**config.mk**
```make
export PLATFORM = sky130hd
export DESIGN_NAME = sar_search
export DESIGN_NICKNAME = d
export VERILOG_FILES = /design/src/rtl/sar_search.sv
export SDC_FILE = /design/constraint.sdc
export NUM_CORES = 1
export LEC_CHECK = 0
export CAP_MARGIN = 20
export CORE_MARGIN = 3
export CORE_UTILIZATION = 25
export CTS_CLUSTER_DIAMETER = 50
export DETAILED_ROUTE_END_ITERATION = 8
export GPL_TIMING_DRIVEN = 1
export PLACE_DENSITY = 0.52
export SYNTH_ARGS = -nofsm -noshare
export SYNTH_HDL_FRONTEND = slang
export SYNTH_SLANG_ARGS = --single-unit
```
**constraint.sdc**
```tcl
create_clock -name clk -period 1.6 [get_ports clk]
set_input_delay 0.16 -clock clk [delete_from_list [all_inputs] [get_ports clk]]
set_output_delay 0.16 -clock clk [all_outputs]
set_load 0.02 [all_outputs]
```
**src/rtl/sar_search.sv**
```systemverilog
// Successive-approximation search against an external three-way comparator.
// Optional early termination on an exact match: define SAR_EARLY_EXIT_EN.
module sar_search #(
    parameter int WIDTH = 8
) (
    input  logic             clk,
    input  logic             rst_n,
    input  logic             start,
    input  logic             cmp_g,
    input  logic             cmp_e,
    input  logic             cmp_l,
    output logic [WIDTH-1:0] trial,
    output logic             busy,
    output logic             done,
    output logic [WIDTH-1:0] result,
    output logic             found,
    output logic             err
);

    localparam int KW = $clog2(WIDTH);
    localparam logic [KW-1:0] KTOP = KW'(WIDTH - 1);
    localparam logic [WIDTH-1:0] MSB = {1'b1, {(WIDTH-1){1'b0}}};
    localparam logic [WIDTH-1:0] LSB = {{(WIDTH-1){1'b0}}, 1'b1};

    typedef enum logic [1:0] {
        IDLE    = 2'd0,
        COMPARE = 2'd1,
        DONE    = 2'd2
    } state_t;

    state_t            state_q, state_d;
    logic [WIDTH-1:0]  trial_q, trial_d;
    logic [WIDTH-1:0]  result_q, result_d;
    logic [KW-1:0]     k_q, k_d;
    logic              found_q, found_d;
    logic              err_q, err_d;

    logic [WIDTH-1:0]  bit_k;
    logic [WIDTH-1:0]  resolved;
    logic              keep;
    logic              onehot;
    logic              last;

    assign bit_k    = LSB << k_q;
    // E outranks G outranks L; a code with nothing asserted falls to L.
    assign keep     = cmp_e | cmp_g;
    assign onehot   = {cmp_g, cmp_e, cmp_l} inside {3'b100, 3'b010, 3'b001};
    assign resolved = keep ? trial_q : (trial_q & ~bit_k);

`ifdef SAR_EARLY_EXIT_EN
    assign last = cmp_e || (k_q == '0);
`else
    assign last = (k_q == '0);
`endif

    always_comb begin
        state_d  = state_q;
        trial_d  = trial_q;
        result_d = result_q;
        k_d      = k_q;
        found_d  = found_q;
        err_d    = err_q;
        unique case (state_q)
            IDLE, DONE: begin
                if (start) begin
                    state_d = COMPARE;
                    trial_d = MSB;
                    k_d     = KTOP;
                    found_d = 1'b0;
                    err_d   = 1'b0;
                end else if (state_q == DONE) begin
                    state_d = IDLE;
                end
            end
            COMPARE: begin
                found_d = found_q | cmp_e;
                err_d   = err_q | ~onehot;
                trial_d = resolved;
                if (last) begin
                    state_d  = DONE;
                    result_d = resolved;
                end else begin
                    trial_d = resolved | (bit_k >> 1);
                    k_d     = k_q - 1'b1;
                end
            end
            default: state_d = IDLE;
        endcase
    end

    always_ff @(posedge clk or negedge rst_n) begin
        if (!rst_n) begin
            state_q  <= IDLE;
            trial_q  <= '0;
            result_q <= '0;
            k_q      <= KTOP;
            found_q  <= 1'b0;
            err_q    <= 1'b0;
        end else begin
            state_q  <= state_d;
            trial_q  <= trial_d;
            result_q <= result_d;
            k_q      <= k_d;
            found_q  <= found_d;
            err_q    <= err_d;
        end
    end

    assign trial  = trial_q;
    assign result = result_q;
    assign busy   = (state_q == COMPARE);
    assign done   = (state_q == DONE);
    assign found  = found_q;
    assign err    = err_q;

endmodule

```
==> results.txt <==
----------------------------------------------------
[Run status]
  Outcome ... complete, no violations

[Die]
  Initial Utilization ... 0.272
  Die X ... between 70 and 80 um
  Std-Cell Core Area ... between 4000 and 5000 um2
  Number of placement rows ... 23
  Vertical die dimension ... 73.6 um
  Die Area ... between 5000 and 6000 um2
  Number of I/O pins ... 26

[Synth]
  Count of cell types in the netlist ... 34
  Share of cell area taken by muxes after synthesis ... 0.110
  Top cells by area in the synthesized netlist ... dfrtp_1 44%, mux2_4 9.2%, dfstp_2 6.9%
  Avg Cell Area, Syn ... approximately 12 um2
  Cells after Synth ... 93
  Synthesized-area fraction occupied by ao, oa, aoi and oai cells ... 0.151
  Adder-Cell Fraction of Synth Area ... 0.0548
  Flops & latches, synth ... 23
  Post-synthesis cell area ... ~1100 um2
  Warning count from the yosys run ... 0
  Most frequent cells after synthesis ... 20 x dfrtp_1, 7 x mux2_4, 5 x a32o_1, 5 x ha_1, 5 x o21ai_0
  Area fraction of the dominant cell type after synthesis ... 0.439
  Synth async-reset ratio ... 1.00
  Most frequently used cell type in the post-synthesis netlist ... dfrtp_1
  Proportion of synthesized chip area in sequential cells ... 0.508
  Post-synthesis xor/xnor area fraction ... 0.00768
  Net count after synthesis ... ~100
  Cell type with the largest total area after synthesis ... dfrtp_1
  Main combinational cell family by area after synthesis ... compound AO/OA/AOI/OAI gates
  Simple logic cell fraction of the synthesized area ... 0.124
  Commonest register cell after synthesis ... dfrtp_1
  Post-synth EDFFs ... 0

[Timing]
  Final Hold Viols ... 0
  Remaining max-slew budget at the tightest pin ... 0.679
  Final clock period utilization by the worst path ... 0.973
  Time the worst path needs with I/O delays and setup ... around 1600 ps
  Summed negative setup slack over all endpoints ... 0 ps
  Worst Max-Slew Pin Slew ... ~480 ps
  Max-slew violations ... 0
  Highest Clock Rate ... 642 MHz
  Setup slack after layout ... roughly 43 ps
  Worst clock skew ... a little over 6 ps
  Final setup viols ... 0

[Final layout]
  Non-filler cells, final ... approximately 180
  Layout area overhead ... 42.5%
  Post-route cell area ... around 1600 um2
  Fill cells ... 416
  Total Nets Final ... 144
  Diodes inserted ... 0
  Ratio of cells with drive above 1 in the final layout ... 0.288

[Route]
  Via count normalized by instance count ... a little under 5
  Detailed Route Iter0 Violations ... between 50 and 60
  Avg WL per Cell ... around 15 um
  Via count ... 894
  Final routed DRC violation total ... 0
  Iteration count of the initial detailed-routing pass ... 4
  Remaining number of nets flagged by the antenna check after routing ... 0
  Post-detailed-routing wire length ... about 2.8 mm

[Clock network]
  TritonCTS clock tree ... yes
  CTS hold repair buffers ... 0
  Maximum level of the CTS H-tree ... 1
  Clock tree buffer depth ... 2
  Clock tree root buffer cell ... clkbuf_8
  Number of CTS-inserted buffers ... 3
  Clk_lat worst skew ... 260 ps
  TritonCTS sink count ... 23
  Clock-pin slew on the worst setup and hold paths ... ~90 ps

[Global route]
  Pin count of the biggest net entering global routing ... 24
  Tot GR Track Use ... 0.102
  Global-route wire length before repair ... 4.31 mm
  Remaining global-route overflow ... 0
  Number of global-route vias before repair ... around 900
  Antenna violations before repair ... 0

[Worst hold path]
  Kind of path behind the tightest hold check ... primary input to async pin

[Worst setup path]
  Setup crit end kind ... register
  Critical path's largest stage delay ... 580 ps
  Number of cells on the worst reg-to-reg path ... 5
  Required time of the critical path ... ~1800 ps
  Sort of element at the start of the critical path ... register
  Worst flop-to-flop path startpoint ... k_q[0]
  Endpoint arrival time on the critical path ... around 1700 ps
  Critical path start-end classification ... register to register
  Buffers plus inverters on the worst setup path ... 2
  Critical Path Source ... k_q[0]
  Library cell contributing the largest single delay on the critical path ... dfstp_2
  Cell count along the critical path ... 5
  Largest delay contributor family on the critical path ... flip-flops
  Maximum fanout encountered on the critical timing path ... 5
  Cell-by-cell trace of the critical path ... inv_2 > ha_4 > and4bb_4 > clkbuf_16 > mux2_4

[Placement]
  Port Buffers ... 25
  Total placed cells including tap cells ... ~170
  HPWL reported at the end of detailed placement ... 1.91 mm
  Area of placed instances ... about 1500 um2
  Post-placement worst setup slack ... 16.4 ps
  Weighted congestion reported at the end of routability-driven placement ... 0.783

[Power and ir drop]
  Power density of the placed cells ... approximately 2100 nW/um2
  IR Drop Worst-Case VDD ... between 0.8 and 0.9 mV
  LEAKAGE ... roughly 0.7 nW

[Flow run]
  Number of max-cap violations ... 0

----------------------------------------------------
path summary, 6_finish.rpt:
path                       slack (ps)        end
min reg2reg                       510      found
min in group clk                  510      found
max in group asynchronous        1060     k_q[2]
min                               250        err
max reg2reg                        40  result[7]
max                                40  result[7]
worst reg2reg max path: stages (launching register included):
cell and delay (ps):
dfstp_2 580, inv_2 60, ha_4 150, and4bb_4 220, clkbuf_16 160, mux2_4 280
repair_timing:
action,CTS,global route
pin swaps,0,1
gates resized for setup,3,8
endpoints found under the setup margin,6,11
gates cloned,0,1
setup buffers,1,2
sequential cells by signal, summed over array words and instances, names as in the netlist:
name     flops
result       8
trial        8
found        1
state_q      2
err          1
k_q          3
through the flow:
stage | utilization | hold WS [ps] | total power (W)
floorplan | - | -136 | 0.00213
global placement | 0.360 | 487 | 0.00291
detailed placement | 0.360 | 481 | 0.00294
CTS | 0.372 | 254 | 0.00332
global route | 0.387 | 282 | 0.00363
finish | 0.387 | 246 | 0.00341
logic make-up (layout without fill, tap and decap cells):
group	Yosys count	after routing
xor gates and xnor gates	1	1
DFF	23	23
muxes	9	9
AOI/OAI and AO/OA	24	24
adders and majority gates	5	5
buffers and inverters	9	48
and+or+nand+nor	22	22
placed cells by master, fill, tap and decap left out, drive strengths merged, types with 2 or more instances in the layout:
master and n:
nor3 2, nand3 4, nand4 2, dfrtp 20
dlygate4sd2 2, mux2i 2, a21oi 3, a31oi 2
clkbuf 4, nand2 2, dfstp 3, nor2 4
nand2b 2, clkdlybuf4s50 23, buf 13, ha 5
a21boi 3, a22o 2, a32o 5, mux2 7
o21ai 6, inv 5
layout make-up:
class | count | area [um2] | share of cell area
clock inverters | 1 | 5.00 | 0.00308
repair buffers | 39 | 383 | 0.235
inverters | 5 | 18.8 | 0.0115
multi-input cells | 61 | 537 | 0.330
clock buffers | 3 | 41.3 | 0.0254
flip-flops and latches | 23 | 579 | 0.356
well taps | 50 | 62.6 | 0.0385
report_power, final:
| part | leakage (nW) | switching (W) | total (W) | internal, W |
|---|---|---|---|---|
| logic | 0.406 | 0.000933 | 0.00195 | 0.00102 |
| clock network | 0.0255 | 0.000186 | 0.000360 | 0.000173 |
| registers | 0.265 | 0.000215 | 0.00110 | 0.000881 |
routing by layer:
metal | wire length, um | global-route usage | vias up
met3 | 115 | 0.0219 | 2
met4 | 16 | 0.0241 | 0
li1 | - | - | 418
met2 | 1320 | 0.159 | 19
met1 | 1300 | 0.143 | 455
met5 | 0 | 0 | -
Note: power is estimated with default switching activity, not from simulation.
